===== src/rtl/gmii_rx_framer.sv =====
// gmii_rx_framer: RGMII receive framer, strips preamble/SFD and packs bytes into a DATA_BYTES-wide stream.
// Ports: gmii_rx_clk/rst (sync, active-high), rx_ctl_rise (DV), rx_ctl_fall (DV^ER), gmii_rxd;
//        m_data/m_keep/m_valid/m_sop/m_eop/m_err stream, frame_len/frame_len_vld of last frame,
//        frame_cnt/err_cnt/pre_err_cnt statistics.
// Optional: RGMII_INBAND_STATUS_EN adds link_up/link_speed/full_duplex/status_chg decoded from idle rxd.
module gmii_rx_framer #(
  parameter int DATA_BYTES    = 4,
  parameter int MIN_FRAME_LEN = 64,
  parameter int MAX_FRAME_LEN = 1518,
  parameter int PRE_MIN       = 1,
  parameter int CNT_W         = 32
) (
  input  logic                      gmii_rx_clk,
  input  logic                      rst,
  input  logic                      rx_ctl_rise,
  input  logic                      rx_ctl_fall,
  input  logic [7:0]                gmii_rxd,
  output logic [8*DATA_BYTES-1:0]   m_data,
  output logic [DATA_BYTES-1:0]     m_keep,
  output logic                      m_valid,
  output logic                      m_sop,
  output logic                      m_eop,
  output logic                      m_err,
  output logic [15:0]               frame_len,
  output logic                      frame_len_vld,
  output logic [CNT_W-1:0]          frame_cnt,
  output logic [CNT_W-1:0]          err_cnt,
`ifdef RGMII_INBAND_STATUS_EN
  output logic [CNT_W-1:0]          pre_err_cnt,
  output logic                      link_up,
  output logic [1:0]                link_speed,
  output logic                      full_duplex,
  output logic                      status_chg
`else
  output logic [CNT_W-1:0]          pre_err_cnt
`endif
);
  localparam int IW = $clog2(DATA_BYTES + 1);
  localparam logic [1:0] IDLE = 2'd0, PRE = 2'd1, DATA = 2'd2, DROP = 2'd3;
  localparam logic [IW-1:0] FULL = IW'(DATA_BYTES);
  localparam logic [15:0] MIN_L = 16'(MIN_FRAME_LEN), MAX_L = 16'(MAX_FRAME_LEN);
  localparam logic [3:0] PRE_L = 4'(PRE_MIN);
  logic dv_q, er_q, armed, sticky, first;
  logic [7:0] rxd_q;
  logic [1:0] st;
  logic [3:0] pre_cnt, pre_base;
  logic [8*DATA_BYTES-1:0] word;
  logic [IW-1:0] idx;
  logic [15:0] len;
  logic [DATA_BYTES-1:0] keep;
  logic pre_go, is55, sfd_ok, eop_now, word_out, eop_err;
  // the IDLE->PRE byte is itself a preamble candidate, so IDLE evaluates it like PRE
  always_comb begin
    keep = '0;
    for (int i = 0; i < DATA_BYTES; i++) keep[i] = IW'(i) < idx;
    pre_go   = dv_q && ((st == IDLE && armed) || st == PRE);
    pre_base = (st == PRE) ? pre_cnt : 4'd0;
    is55     = !er_q && rxd_q == 8'h55;
    sfd_ok   = !er_q && rxd_q == 8'hD5 && pre_base >= PRE_L;
    eop_now  = st == DATA && (!dv_q || len == MAX_L);
    word_out = st == DATA && dv_q && len != MAX_L && idx == FULL;
    eop_err  = sticky || len < MIN_L || dv_q;
  end
  always_ff @(posedge gmii_rx_clk) begin
    if (rst) begin
      {dv_q, er_q, rxd_q, armed, sticky, first} <= '0;
      {st, pre_cnt, word, idx, len} <= '0;
      {m_data, m_keep, m_valid, m_sop, m_eop, m_err, frame_len, frame_len_vld} <= '0;
      {frame_cnt, err_cnt, pre_err_cnt} <= '0;
    end else begin
      dv_q  <= rx_ctl_rise;
      er_q  <= rx_ctl_rise ^ rx_ctl_fall;
      rxd_q <= gmii_rxd;
      // after reset, a burst already in flight is ignored until DV drops
      armed <= armed | !rx_ctl_rise;
      m_valid       <= eop_now | word_out;
      m_sop         <= first & (eop_now | word_out);
      m_eop         <= eop_now;
      m_err         <= eop_now & eop_err;
      frame_len_vld <= eop_now;
      if (eop_now | word_out) begin
        m_data <= word;
        m_keep <= keep;
        first  <= 1'b0;
      end
      if (eop_now) begin
        frame_len <= len;
        frame_cnt <= frame_cnt + CNT_W'(1);
        if (eop_err) err_cnt <= err_cnt + CNT_W'(1);
      end
      case (st)
        IDLE, PRE: begin
          if (pre_go) begin
            if (is55) begin
              st      <= PRE;
              pre_cnt <= (pre_base == 4'hF) ? pre_base : pre_base + 4'd1;
            end else if (sfd_ok) begin
              st     <= DATA;
              word   <= '0;
              idx    <= '0;
              len    <= '0;
              sticky <= 1'b0;
              first  <= 1'b1;
            end else begin
              st          <= DROP;
              pre_err_cnt <= pre_err_cnt + CNT_W'(1);
            end
          end else if (st == PRE) st <= IDLE;
        end
        DATA: begin
          // a full word waits for the next byte or DV low so its eop flag is exact
          if (eop_now) st <= dv_q ? DROP : IDLE;
          else if (dv_q) begin
            sticky <= sticky | er_q;
            len    <= len + 16'd1;
            if (idx == FULL) begin
              word <= (8*DATA_BYTES)'(rxd_q);
              idx  <= IW'(1);
            end else begin
              word[8*idx +: 8] <= rxd_q;
              idx <= idx + IW'(1);
            end
          end
        end
        default: if (!dv_q) st <= IDLE;
      endcase
    end
  end
`ifdef RGMII_INBAND_STATUS_EN
  logic [3:0] prev_s, stat;
  logic prev_v, qual, take;
  always_comb begin
    qual = !dv_q && !er_q;
    take = qual && prev_v && prev_s == rxd_q[3:0] && stat != rxd_q[3:0];
  end
  always_ff @(posedge gmii_rx_clk) begin
    if (rst) begin
      {prev_s, stat, prev_v, status_chg} <= '0;
    end else begin
      prev_s     <= rxd_q[3:0];
      prev_v     <= qual;
      status_chg <= take;
      if (take) stat <= rxd_q[3:0];
    end
  end
  assign link_up     = stat[0];
  assign link_speed  = stat[2:1];
  assign full_duplex = stat[3];
`endif
endmodule


===== config.mk =====
export PLATFORM = sky130hd
export DESIGN_NAME = gmii_rx_framer
export DESIGN_NICKNAME = d
export VERILOG_FILES = /design/src/rtl/gmii_rx_framer.sv
export SDC_FILE = /design/constraint.sdc
export NUM_CORES = 1
export LEC_CHECK = 0
export CAP_MARGIN = 20
export CORE_ASPECT_RATIO = 0.75
export CORE_UTILIZATION = 55
export DETAILED_ROUTE_END_ITERATION = 16
export PLACE_DENSITY = 0.94
export SLEW_MARGIN = 20
export SYNTH_ARGS = -nofsm -noshare
export SYNTH_HDL_FRONTEND = slang
export SYNTH_SLANG_ARGS = --single-unit

===== constraint.sdc =====
create_clock -name gmii_rx_clk -period 3.8 [get_ports gmii_rx_clk]
set_clock_uncertainty 0.2 [all_clocks]
set_input_delay 0.57 -clock gmii_rx_clk [delete_from_list [all_inputs] [get_ports gmii_rx_clk]]
set_output_delay 0.57 -clock gmii_rx_clk [all_outputs]
set_load 0.1 [all_outputs]

# Word-level counts from Yosys, hierarchy flattened
# Cells that the tools add are included.
dict set report word_totals {
  reg_bits 222
  in_bits 12
  elab_cells 126
}
dict set report classes {
  add_sub_neg 7
  n_lt_le_gt_ge 6
  n_eq_ne 16
  n_shift 2
  mux 42
  bitwise_logic 8
  n_reduce_logical 24
}
# operator count
set op_table {}
lappend op_table {{two-way mux 32 bit} 6}
lappend op_table {{adder 32 x 1 -> 32 bit, second input constant} 3}
lappend op_table {{two-way mux 16 bit} 5}
lappend op_table {{case mux 32 bit (2 select lines)} 1}
lappend op_table {{negator 6 -> 34 bit} 1}
lappend op_table {{variable shift 8 x 34 -> 32 bit, first input constant} 1}
lappend op_table {{indexed part select 8 x 34 -> 32 bit} 1}
lappend op_table {{bitwise mux 32 bit} 1}
lappend op_table {{case mux 16 bit (2 select lines)} 1}
lappend op_table {{two-way mux 3 bit} 6}
lappend op_table {{adder 16 x 1 -> 16 bit, second input constant} 1}
lappend op_table {{equality test 16 x 11 -> 1 bit, second input constant} 1}
lappend op_table {{less-than comparator 16 x 7 -> 1 bit, second input constant} 1}
lappend op_table {{inequality test 16 x 11 -> 1 bit, second input constant} 1}
lappend op_table {{two-way mux 2 bit} 6}
lappend op_table {{inequality test 2 bit, second input constant} 6}
lappend op_table {{two-way mux 1 bit} 11}
lappend op_table {{logical AND 1 bit} 9}
lappend op_table {{equality test 8 x 7 -> 1 bit, second input constant} 1}
lappend op_table {{equality test 8 bit, second input constant} 1}
lappend op_table {{two-way mux 4 bit} 2}
lappend op_table {{less-than comparator 1 x 3 -> 1 bit, first input constant} 2}
lappend op_table {{less-than comparator 2 x 3 -> 1 bit, first input constant} 2}
lappend op_table {{case mux 3 bit (2 select lines)} 1}
lappend op_table {{24 further kinds} 34}

# Longest topological paths before layout
# Gate-level depths: netlist of run 1.
dict set report depth {
  word_depth 10
  mapped_depth 11
  depth_no_buf 8
}

# Worst setup path after synthesis of run 1
# Ideal clock, no wire load.
dict set report synth_path {
  path_kind {reg2reg}
  startpoint {register err_cnt[3]}
  endpoint {register err_cnt[31]}
  setup_time_ns 0.121
  arrival_time_ns 2.785
  path_slack_ns 0.694
  path_stages_with_launch 6
  n_path_buf 0
  path_cell_list {dfxtp_1 > nand4_1 > nor4_2 > nand3_1 > nor4_1 > mux2_2}
}
dict set report synth_between {
  elab_chain_cells 1
}
# item line
set synth_lines {}
lappend synth_lines {{start, declared} 27} ;# output logic [CNT_W-1:0] err_cnt,
lappend synth_lines {{start signal, assigned} 89} ;# if (eop_err) err_cnt <= err_cnt + CNT_W'(1);
lappend synth_lines {{adder 32 x 1 -> 32 bit} 89}
# Every way passes these cells.
# A chain may end at the register's enable or synchronous reset.

# Final worst setup path of run 1
dict set report layout_path {
  startpoint {register st[1]}
  endpoint {register pre_err_cnt[31]}
}
dict set report layout_between {
  elab_chain_cells 6
  word_cells_on_any_way 11
  cone_classes {1 x order compare; 1 x eq/ne; 1 x mux; 1 x bitwise; 7 x reduce/logical}
}
# item line
set layout_lines {}
lappend layout_lines {{start, declared} 45} ;# logic [1:0] st;
lappend layout_lines {{start signal, assigned} 112} ;# if (eop_now) st <= dv_q ? DROP : IDLE;
lappend layout_lines {{equality test 2 x 1 -> 1 bit} {56, 57, 91}}
lappend layout_lines {{two-way mux 4 bit} 57} ;# pre_base = (st == PRE) ? pre_cnt : 4'd0;
lappend layout_lines {{greater-or-equal comparator 4 x 1 -> 1 bit} 59} ;# sfd_ok = !er_q && rxd_q == 8'hD5 && pre_base >= PRE_L;
lappend layout_lines {{logical AND 1 bit} 59}
lappend layout_lines {{inverter 1 bit (no source line)} --}
lappend layout_lines {{AND reduction 4 bit (no source line) (*)} --}
lappend layout_lines {{end signal, assigned} 106} ;# pre_err_cnt <= pre_err_cnt + CNT_W'(1);
lappend layout_lines {{end, declared} 35} ;# output logic [CNT_W-1:0] pre_err_cnt
# Every way passes the cells marked *; elsewhere a longest branch is shown, timed or not.

==> results of run 1 <==
-- cells by family after synthesis --
| kind of cell | count (synthesis) | synth area share (%) |
|---|---|---|
| adder cells (fa/ha/maj) | 10 | 1.28 |
| flip-flops | 222 | 45.5 |
| multiplexers | 33 | 3.41 |
| AO/OA/AOI/OAI | 285 | 19.2 |
| buffers and inverters | 106 | 4.23 |
| XOR/XNOR | 32 | 2.87 |
| AND/OR/NAND/NOR | 460 | 23.5 |
-- worst reg2reg max path, cell delays in order (launching register included) --
cell and delay [ns]:
dfxtp_1 0.53, nor2b_1 0.18, and2_1 0.22, ha_1 0.20, inv_1 0.09, o311ai_2 0.11
buf_4 0.23, a2111o_1 0.57, or4_1 0.44, a21oi_1 0.15
-- sequential cells by signal, summed over array words and instances, names as in the netlist, 2 cells and up --
name,flops
err_cnt,32
frame_cnt,32
frame_len,16
idx,3
len,16
m_data,32
m_keep,4
pre_cnt,4
pre_err_cnt,32
rxd_q,8
st,2
word,32
-- synthesized netlist by cell type, drive strengths merged (3+ instances only) --
| library cell | count | area, sq um |
|---|---|---|
| nor2 | 82 | 310 |
| a311oi | 4 | 35.0 |
| nand2 | 166 | 623 |
| o21a | 5 | 37.5 |
| and2 | 10 | 62.6 |
| dfxtp | 222 | 4440 |
| o2111ai | 7 | 61.3 |
| o211ai | 3 | 22.5 |
| and4 | 9 | 78.8 |
| or4 | 24 | 180 |
| o31ai | 26 | 200 |
| o2bb2ai | 23 | 201 |
| ha | 10 | 125 |
| buf | 16 | 75.1 |
| a2111o | 12 | 135 |
| xnor2 | 30 | 263 |
| a211oi | 15 | 113 |
| a2111oi | 15 | 131 |
| nor3 | 15 | 75.1 |
| a31oi | 3 | 18.8 |
| clkbuf | 54 | 203 |
| nand4 | 32 | 206 |
| or3 | 30 | 188 |
| nor4 | 7 | 71.3 |
| nand4b | 4 | 35.0 |
| and3 | 7 | 43.8 |
| nand3 | 43 | 215 |
| nand2b | 8 | 50.1 |
| a21oi | 117 | 586 |
| o21ai | 42 | 210 |
| inv | 34 | 128 |
| nor2b | 15 | 93.8 |
| mux2i | 31 | 310 |
-- layer usage --
metal  share of wire, %  up-vias  global-route usage (%)
met2                 45      408                    42.0
met3                8.6       50                    5.58
li1                   -     4421                       -
met5                  0        -                       0
met4                2.1        0                    7.41
met1                 44     4396                    37.9
-- final cells by class --
class / count / area share, %
Clock buffer: 32 / 5.21
Clock inverter: 7 / 0.489
Inverter: 36 / 1.10
Multi-Input combinational cell: 820 / 40.2
Sequential cell: 222 / 36.2
Tap cell: 236 / 2.40
Timing Repair Buffer: 181 / 14.4
-- through the flow --
| step | hold slack (ns) | util, % | instances |
|---|---|---|---|
| 2_1_floorplan | 0.225 | - | 1148 |
| 3_3_place_gp | 0.237 | 67.8 | 1495 |
| 3_5_place_dp | 0.245 | 67.8 | 1495 |
| 4_1_cts | 0.253 | 71.9 | 1534 |
| 5_1_grt | 0.269 | 71.9 | 1534 |
| 6_report | 0.251 | 71.9 | 1534 |
-- worst max-delay path by stage --
stage | endpoint | cells after the start
floorplan | err_cnt[31]$_SDFFE_PP0P_ | 5
global placement | pre_err_cnt[31]$_SDFFE_PP0P_ | 9
detailed placement | len[11]$_SDFFE_PP0P_ | 9
CTS | pre_err_cnt[31]$_SDFFE_PP0P_ | 9
global route | pre_err_cnt[31]$_SDFFE_PP0P_ | 9
finish | pre_err_cnt[31]$_SDFFE_PP0P_ | 9
-- power by group through the flow --
stage	Sequential [W]	Combinational (W)	Clock, W
global route	0.00235	0.000152	0.00222
finish	0.00235	0.000142	0.00211
global placement	0.00240	0.000137	0
floorplan	0.00242	0.0000805	0
detailed placement	0.00240	0.000139	0
CTS	0.00235	0.000140	0.00213
==> impl_metrics.toml, run 1 <==
[clock_tree]
clock-sinks = 222
cts_tree = "yes"
clk_latency_ns = 0.50
clk_path_buf_depth = 3
cts_setup_buffers = 0
cts_buffers = 22
postCtsHoldBufs = 0
ctsResizeCount = 0
root_buffer = "clkbuf_16"
path_clk_slew_ns = 0.06
h-tree-depth = 1

[worst_setup_path]
critPathBufInv = 2
r2r_end = "pre_err_cnt[31]$_SDFFE_PP0P_"
cpMaxStageDelayCell = "a2111o_1"
rr_worst_depth = 9
path_max_fanout = 20
slowest_delay_ns = 0.57
crit_path_cell_trace = "nor2b_1 > and2_1 > ha_1 > inv_1 > o311ai_2 > buf_4 > a2111o_1 > or4_1 > a21oi_1"
critPathLaunch = "st[1]$_SDFFE_PP0P_"
cpLargestDelayFamily = "simple AND/OR/NAND/NOR gates"
cp_data_required_time_ns = 4.03
r2r_slack_ns = 0.80
cp-end-kind = "flip-flop"
worst_ep_arrival_time_ns = 3.22
regToRegStartpoint = "st[1]$_SDFFE_PP0P_"
start_kind = "flip-flop"
critical_path_class = "reg -> reg"

[place]
hpwlAfterDp_um = 16800
dpl-instance-area_sq_mm = 0.0116
port_buffers = 164
gp_congestion = 0.901
dp_slack_ns = 0.884

[synth]
ys_seq_area_share_pct = 45.5
synth_area_sq_mm = 0.00977
ys_types = 61
ys_ff_latch = 222
syn_inst = 1148
synth_nets = 1170
synthArstFlopShare_pct = 0
synth_edf_count = 0
syn_area_per_cell_sq_um = 8.51
yosys_warnings = 0
synth-main-ff-cell = "dfxtp_1"

[min_path]
min_to = "m_data[16]$_SDFFE_PP0P_"
hp-start = "word[16]$_SDFFE_PP0P_"
min_delay_path_depth = 2
hold_class = "reg -> reg"

[sta]
setup_ws_ns = 0.805
final_max_slew_viol_count = 0
relSlewSlack_pct = 29.1
finalSetupViolations = 0
min_period_ns = 3.00
period_share_pct = 78.8
worstMarginPinSlew_ns = 1.06
fmax_mhz = 334
rsz0062_at_grt = "no"
hold_viol = 0
finalSetupTns_ns = 0

[power_and_ir_drop]
p_sw_w = 0.00100
p_total_w = 0.00461
power_frac_clock_pct = 45.9
p_leak_nw = 3.78
seqPwrFrac_pct = 51.1
power_frac_comb_pct = 3.1
intPower_w = 0.00361
ir_drop_v = 0.000260
swShare_pct = 21.7
power.density_mw_per_mm2 = 375

[global_route]
grt_pass1_wl_um = 41600
grt.overflow.total = 0
grt_max_degree = 72
antenna_found_initial = 0
grt.total_usage_pct = 27.0
grt_pass1_vias = 8538

[floorplan]
ios = 165
die_area_sq_mm = 0.0183
coreArea_sq_mm = 0.0171
start_util_pct = 57.2
die_h_um = 117
die_w_um = 156
fp-row-count = 41

[detailed_routing]
initialDrtViolationCount = 842
drt.antenna.violating_nets = 0
drc_errors = 0
vias = 9275
drt_pass1_iterations = 5
routedWlPerCell_um = 16.6
vias_per_cell = 6.05
drt-total-wl_um = 25500

[finish]
antennaDiodeCount = 0
multi_input_area_sq_mm = 0.00494
seqCellArea_sq_mm = 0.00444
mostFrequentLayoutCell = "dfxtp_1"
layout.nets = 1305
drive_gt1_share_pct = 5.32
n_fill_cell = 1202
final_cell_mix = "222 x dfxtp_1, 166 x nand2_1, 163 x clkdlybuf4s50_1, 116 x a21oi_1, 81 x nor2_1"
areaGrowthSynthToFinish_pct = 25.7
final_cell_area_sq_mm = 0.0123

[run_status]
outcome = "complete, no violations"

[run]
cap_violations = 0
No activity file was read; power rests on OpenSTA's default activity.
==> inputs of run 2 (changes only) <==
--- a/config.mk
+++ b/config.mk
@@ -7,9 +7,9 @@
 export LEC_CHECK = 0
 export CAP_MARGIN = 20
 export CORE_ASPECT_RATIO = 0.75
-export CORE_UTILIZATION = 55
+export CORE_UTILIZATION = 53
 export DETAILED_ROUTE_END_ITERATION = 16
-export PLACE_DENSITY = 0.94
+export PLACE_DENSITY = 0.92
 export SLEW_MARGIN = 20
 export SYNTH_ARGS = -nofsm -noshare
 export SYNTH_HDL_FRONTEND = slang
==> constraint.sdc (replaced) <==
create_clock -name gmii_rx_clk -period 3.1 [get_ports gmii_rx_clk]
set_clock_uncertainty 0.2 [all_clocks]
set_input_delay 0.465 -clock gmii_rx_clk [delete_from_list [all_inputs] [get_ports gmii_rx_clk]]
set_output_delay 0.465 -clock gmii_rx_clk [all_outputs]
set_load 0.1 [all_outputs]
==> impl_metrics.toml, run 2 (same netlist as run 1, synthesis figures left out) <==
[run_status]
outcome = "complete, no violations"

[clock_tree]
clock-sinks = 222
cts_tree = "yes"
root_buffer = "clkbuf_16"
clk_path_buf_depth = 3
cts_buffers = 22
clk_latency_ns = 0.52
postCtsHoldBufs = 0
ctsResizeCount = 0
path_clk_slew_ns = 0.06
cts_setup_buffers = 0
h-tree-depth = 1

[worst_setup_path]
critPathLaunch = "st[0]$_SDFFE_PP0P_"
worst_ep_arrival_time_ns = 3.02
regToRegStartpoint = "st[0]$_SDFFE_PP0P_"
path_max_fanout = 30
start_kind = "flip-flop"
critical_path_class = "reg -> reg"
cp-end-kind = "flip-flop"
cp_data_required_time_ns = 3.28

[detailed_routing]
initialDrtViolationCount = 1000
vias_per_cell = 5.95
top_layer = "met4"
dr_wl_met3_um = 2060
vias = 9227
drc_errors = 0
wl_met2_um = 11200
drt.antenna.violating_nets = 0
drt_pass1_iterations = 5
drt-total-wl_um = 25200
routedWlPerCell_um = 16.2
m1WireLength_um = 11400

[finish]
mostFrequentLayoutCell = "dfxtp_1"
antennaDiodeCount = 0
areaGrowthSynthToFinish_pct = 22.5
final_cell_mix = "221 x dfxtp_1, 180 x buf_4, 166 x nand2_1, 116 x a21oi_1, 81 x nor2_1"
drive_gt1_share_pct = 18.0
final_cell_area_sq_mm = 0.0120
layout.nets = 1314

[power_and_ir_drop]
power_frac_clock_pct = 45.3
power.density_mw_per_mm2 = 468
intPower_w = 0.00435
p_leak_nw = 4.14
p_sw_w = 0.00125
ir_drop_v = 0.000334
power_frac_comb_pct = 3.1
swShare_pct = 22.4
seqPwrFrac_pct = 51.5

[place]
hpwlAfterDp_um = 17100
gp_congestion = 0.888
port_buffers = 164
dpl-instance-area_sq_mm = 0.0113

[min_path]
hold_class = "in -> reg"
hp-start = "rst"

[global_route]
grt_max_degree = 52
grt_pass1_vias = 8326
antenna_found_initial = 0
grt.overflow.total = 0
grt.total_usage_pct = 25.6
grt_pass1_wl_um = 41200

[sta]
period_share_pct = 91.5
hold_viol = 0
worstMarginPinSlew_ns = 0.939
fmax_mhz = 352
relSlewSlack_pct = 37.3
rsz0062_at_grt = "no"
final_max_slew_viol_count = 0
finalSetupViolations = 0
finalSetupTns_ns = 0
min_period_ns = 2.84

[floorplan]
die_area_sq_mm = 0.0190
die_w_um = 159
fp-row-count = 42
die_h_um = 120
start_util_pct = 54.8
coreArea_sq_mm = 0.0178
ios = 165

[run]
cap_violations = 0
-- run 2: worst max-delay path: stages (launching register included) --
cell       delay (ns)
dfxtp_1          0.41
nor2b_1          0.33
and2_1           0.23
ha_1             0.19
nand2_1          0.07
o41ai_2          0.14
nand3_1          0.17
buf_4            0.26
a21boi_1         0.54
o2bb2ai_1        0.16
-- run 2: area by class of cell --
cell class | instances | area, sq um
flip-flops and latches | 222 | 4450
clock inverters | 8 | 51.3
inverters | 36 | 135
repair buffers | 190 | 1450
fillers | 1408 | 5850
multi-input cells | 820 | 4940
clock buffers | 32 | 638
well taps | 242 | 303
-- run 2: stage by stage --
stage	utilization [%]	setup slack, ns	power, W	hold WS (ns)	cells
2_1_floorplan	-	0.0101	0.00306	0.225	1148
3_3_place_gp	63.3	0.471	0.00312	0.240	1510
3_5_place_dp	63.3	0.256	0.00312	0.246	1510
4_1_cts	67.1	0.221	0.00564	0.138	1550
5_1_grt	67.2	0.0145	0.00578	0.152	1550
6_report	67.2	0.262	0.00560	0.152	1550
-- run 2: power groups by stage --
| stage | clock network [W] | registers [W] | logic [W] |
|---|---|---|---|
| 2_1_floorplan | 0 | 0.00296 | 0.0000986 |
| 3_3_place_gp | 0 | 0.00295 | 0.000170 |
| 3_5_place_dp | 0 | 0.00295 | 0.000174 |
| 4_1_cts | 0.00258 | 0.00288 | 0.000174 |
| 5_1_grt | 0.00271 | 0.00288 | 0.000188 |
| 6_report | 0.00254 | 0.00289 | 0.000176 |
-- run 2: final timing paths --
path / depth (start not counted) / end / slack [ns]
worst max register to register: 9 / word[12]$_SDFFE_PP0P_ / 0.26
worst min register to register: 2 / word[21]$_SDFFE_PP0P_ / 0.25
worst min-delay path: 2 / rxd_q[2]$_SDFF_PP0_ / 0.15
worst max-delay path: 9 / word[12]$_SDFFE_PP0P_ / 0.26
-- run 2: routing by layer --
metal	vias to the layer above	track usage [%]
li1	4447	-
met1	4324	36.0
met2	400	40.5
met3	56	5.01
met4	0	5.95
met5	-	0
==> inputs of run 3 (changes only) <==
==> constraint.sdc (replaced) <==
create_clock -name gmii_rx_clk -period 3.1 [get_ports gmii_rx_clk]
set_clock_uncertainty 0.2 [all_clocks]
set_input_delay 0.465 -clock gmii_rx_clk [delete_from_list [all_inputs] [get_ports gmii_rx_clk]]
set_output_delay 0.465 -clock gmii_rx_clk [all_outputs]
set_load 0.005 [all_outputs]
==> impl_metrics.toml, run 3 (same netlist as run 1, synthesis figures left out) <==
[min_path]
hp-start = "word[21]$_SDFFE_PP0P_"
min_to = "m_data[21]$_SDFFE_PP0P_"
hold_class = "reg -> reg"
min_delay_path_depth = 2

[global_route]
grt.overflow.total = 0
grt_pass1_wl_um = 42000
grt_pass1_vias = 8393
grt.total_usage_pct = 26.2
antenna_found_initial = 0
grt_max_degree = 69

[finish]
areaGrowthSynthToFinish_pct = 27.4
mostFrequentLayoutCell = "dfxtp_1"
drive_gt1_share_pct = 6.65
layout.nets = 1315
n_fill_cell = 1370
antennaDiodeCount = 0
final_cell_mix = "222 x dfxtp_1, 166 x nand2_1, 163 x clkdlybuf4s50_1, 115 x a21oi_1, 81 x nor2_1"
final_cell_area_sq_mm = 0.0124
final_util_pct = 69.9

[sta]
final_max_slew_viol_count = 0
hold_viol = 0
finalSetupViolations = 0
fmax_mhz = 354
worstMarginPinSlew_ns = 0.949
setup_ws_ns = 0.274
rsz0062_at_grt = "no"
period_share_pct = 91.2
min_period_ns = 2.83
relSlewSlack_pct = 36.6
finalSetupTns_ns = 0

[detailed_routing]
vias = 9153
routedWlPerCell_um = 16.6
drt_pass1_iterations = 6
vias_per_cell = 5.90
drt-total-wl_um = 25700
drt.antenna.violating_nets = 0
drc_errors = 0
initialDrtViolationCount = 852

[power_and_ir_drop]
power.density_mw_per_mm2 = 470
seqPwrFrac_pct = 49.3
swShare_pct = 21.3
p_leak_nw = 3.86
p_total_w = 0.00585
power_frac_clock_pct = 48.1
p_sw_w = 0.00125
intPower_w = 0.00460
ir_drop_v = 0.000341
power_frac_comb_pct = 2.6

[clock_tree]
clock-sinks = 222
cts_buffers = 22
root_buffer = "clkbuf_16"
path_clk_slew_ns = 0.06
postCtsHoldBufs = 0
cts_tree = "yes"
h-tree-depth = 1
cts_setup_buffers = 0
clk_latency_ns = 0.51
clk_path_buf_depth = 3

[floorplan]
die_area_sq_mm = 0.0190
ios = 165
fp-row-count = 42
start_util_pct = 54.8
die_h_um = 120
coreArea_sq_mm = 0.0178
die_w_um = 159

[place]
hpwlAfterDp_um = 17200
dpl-instance-area_sq_mm = 0.0117
dp_slack_ns = 0.219
port_buffers = 164
gp_congestion = 0.905

[worst_setup_path]
worst_ep_arrival_time_ns = 3.06
critPathLaunch = "st[0]$_SDFFE_PP0P_"
path_max_fanout = 13
cp-end-kind = "flip-flop"
critical_path_class = "reg -> reg"
start_kind = "flip-flop"
r2r_end = "pre_err_cnt[31]$_SDFFE_PP0P_"
r2r_slack_ns = 0.27
rr_worst_depth = 8
cp_data_required_time_ns = 3.33
regToRegStartpoint = "st[0]$_SDFFE_PP0P_"

[run]
cap_violations = 0

[run_status]
outcome = "complete, no violations"
run 3: changes by cell type in the layout (fill, tap and decap cells not counted), sizes merged:
cell / before / now
buf: 180 / 28
clkdlybuf4s50: 10 / 163
clkinv: 10 / 7
clkinvlp: 0 / 1
bufinv: 0 / 2
run 3: cell type report:
cell class	instances	area (sq um)	area share (%)
repair buffers	191	1840	14.8
flip-flops and latches	222	4440	35.7
inverters	36	135	1.09
clock inverters	8	92.6	0.744
well taps	242	303	2.43
clock buffers	32	679	5.46
multi-input cells	820	4950	39.8
run 3: through the flow:
step,hold slack (ns),instances
CTS,0.247,1551
global route,0.268,1551
floorplan,0.225,1148
detailed placement,0.244,1511
global placement,0.238,1511
finish,0.252,1551
run 3: how the worst max path moves through the flow:
stage                                    to  slack, ns  cells after the start
2_1_floorplan  pre_err_cnt[25]$_SDFFE_PP0P_       0.53                     11
3_3_place_gp       err_cnt[14]$_SDFFE_PP0P_       0.42                      5
3_5_place_dp          word[22]$_SDFFE_PP0P_       0.22                      9
4_1_cts               word[22]$_SDFFE_PP0P_       0.21                      9
5_1_grt                word[5]$_SDFFE_PP0P_      0.006                     10
6_report       pre_err_cnt[31]$_SDFFE_PP0P_       0.27                      8
run 3: per-layer routing:
layer	vias to the layer above	wire, um	track usage, %
li1	4450	-	-
met1	4326	11700	37.1
met2	340	11500	41.0
met3	37	2060	5.63
met4	0	401	5.34
met5	-	0	0
run 3: what timing repair did:
item                                   in CTS  in global routing
endpoints found under the hold margin       0                  0
setup endpoints to repair                   0                 14
resized for setup                           0                  2
run 3: critical path, cell delays in order, from the launching register on:
cell and delay (ns):
dfxtp_1 0.42, nor2b_1 0.37, nand2_1 0.12, ha_1 0.22, inv_1 0.07, o311ai_2 0.15, a2111o_1 0.61, or4_1 0.45
a21oi_1 0.15
run 3: power groups by stage:
stage | logic, W | registers [W] | clock network (W)
after floorplan | 0.0000973 | 0.00294 | 0
after global placement | 0.000145 | 0.00295 | 0
after detailed placement | 0.000148 | 0.00295 | 0
after CTS | 0.000149 | 0.00288 | 0.00283
after global routing | 0.000164 | 0.00288 | 0.00297
final | 0.000152 | 0.00288 | 0.00281
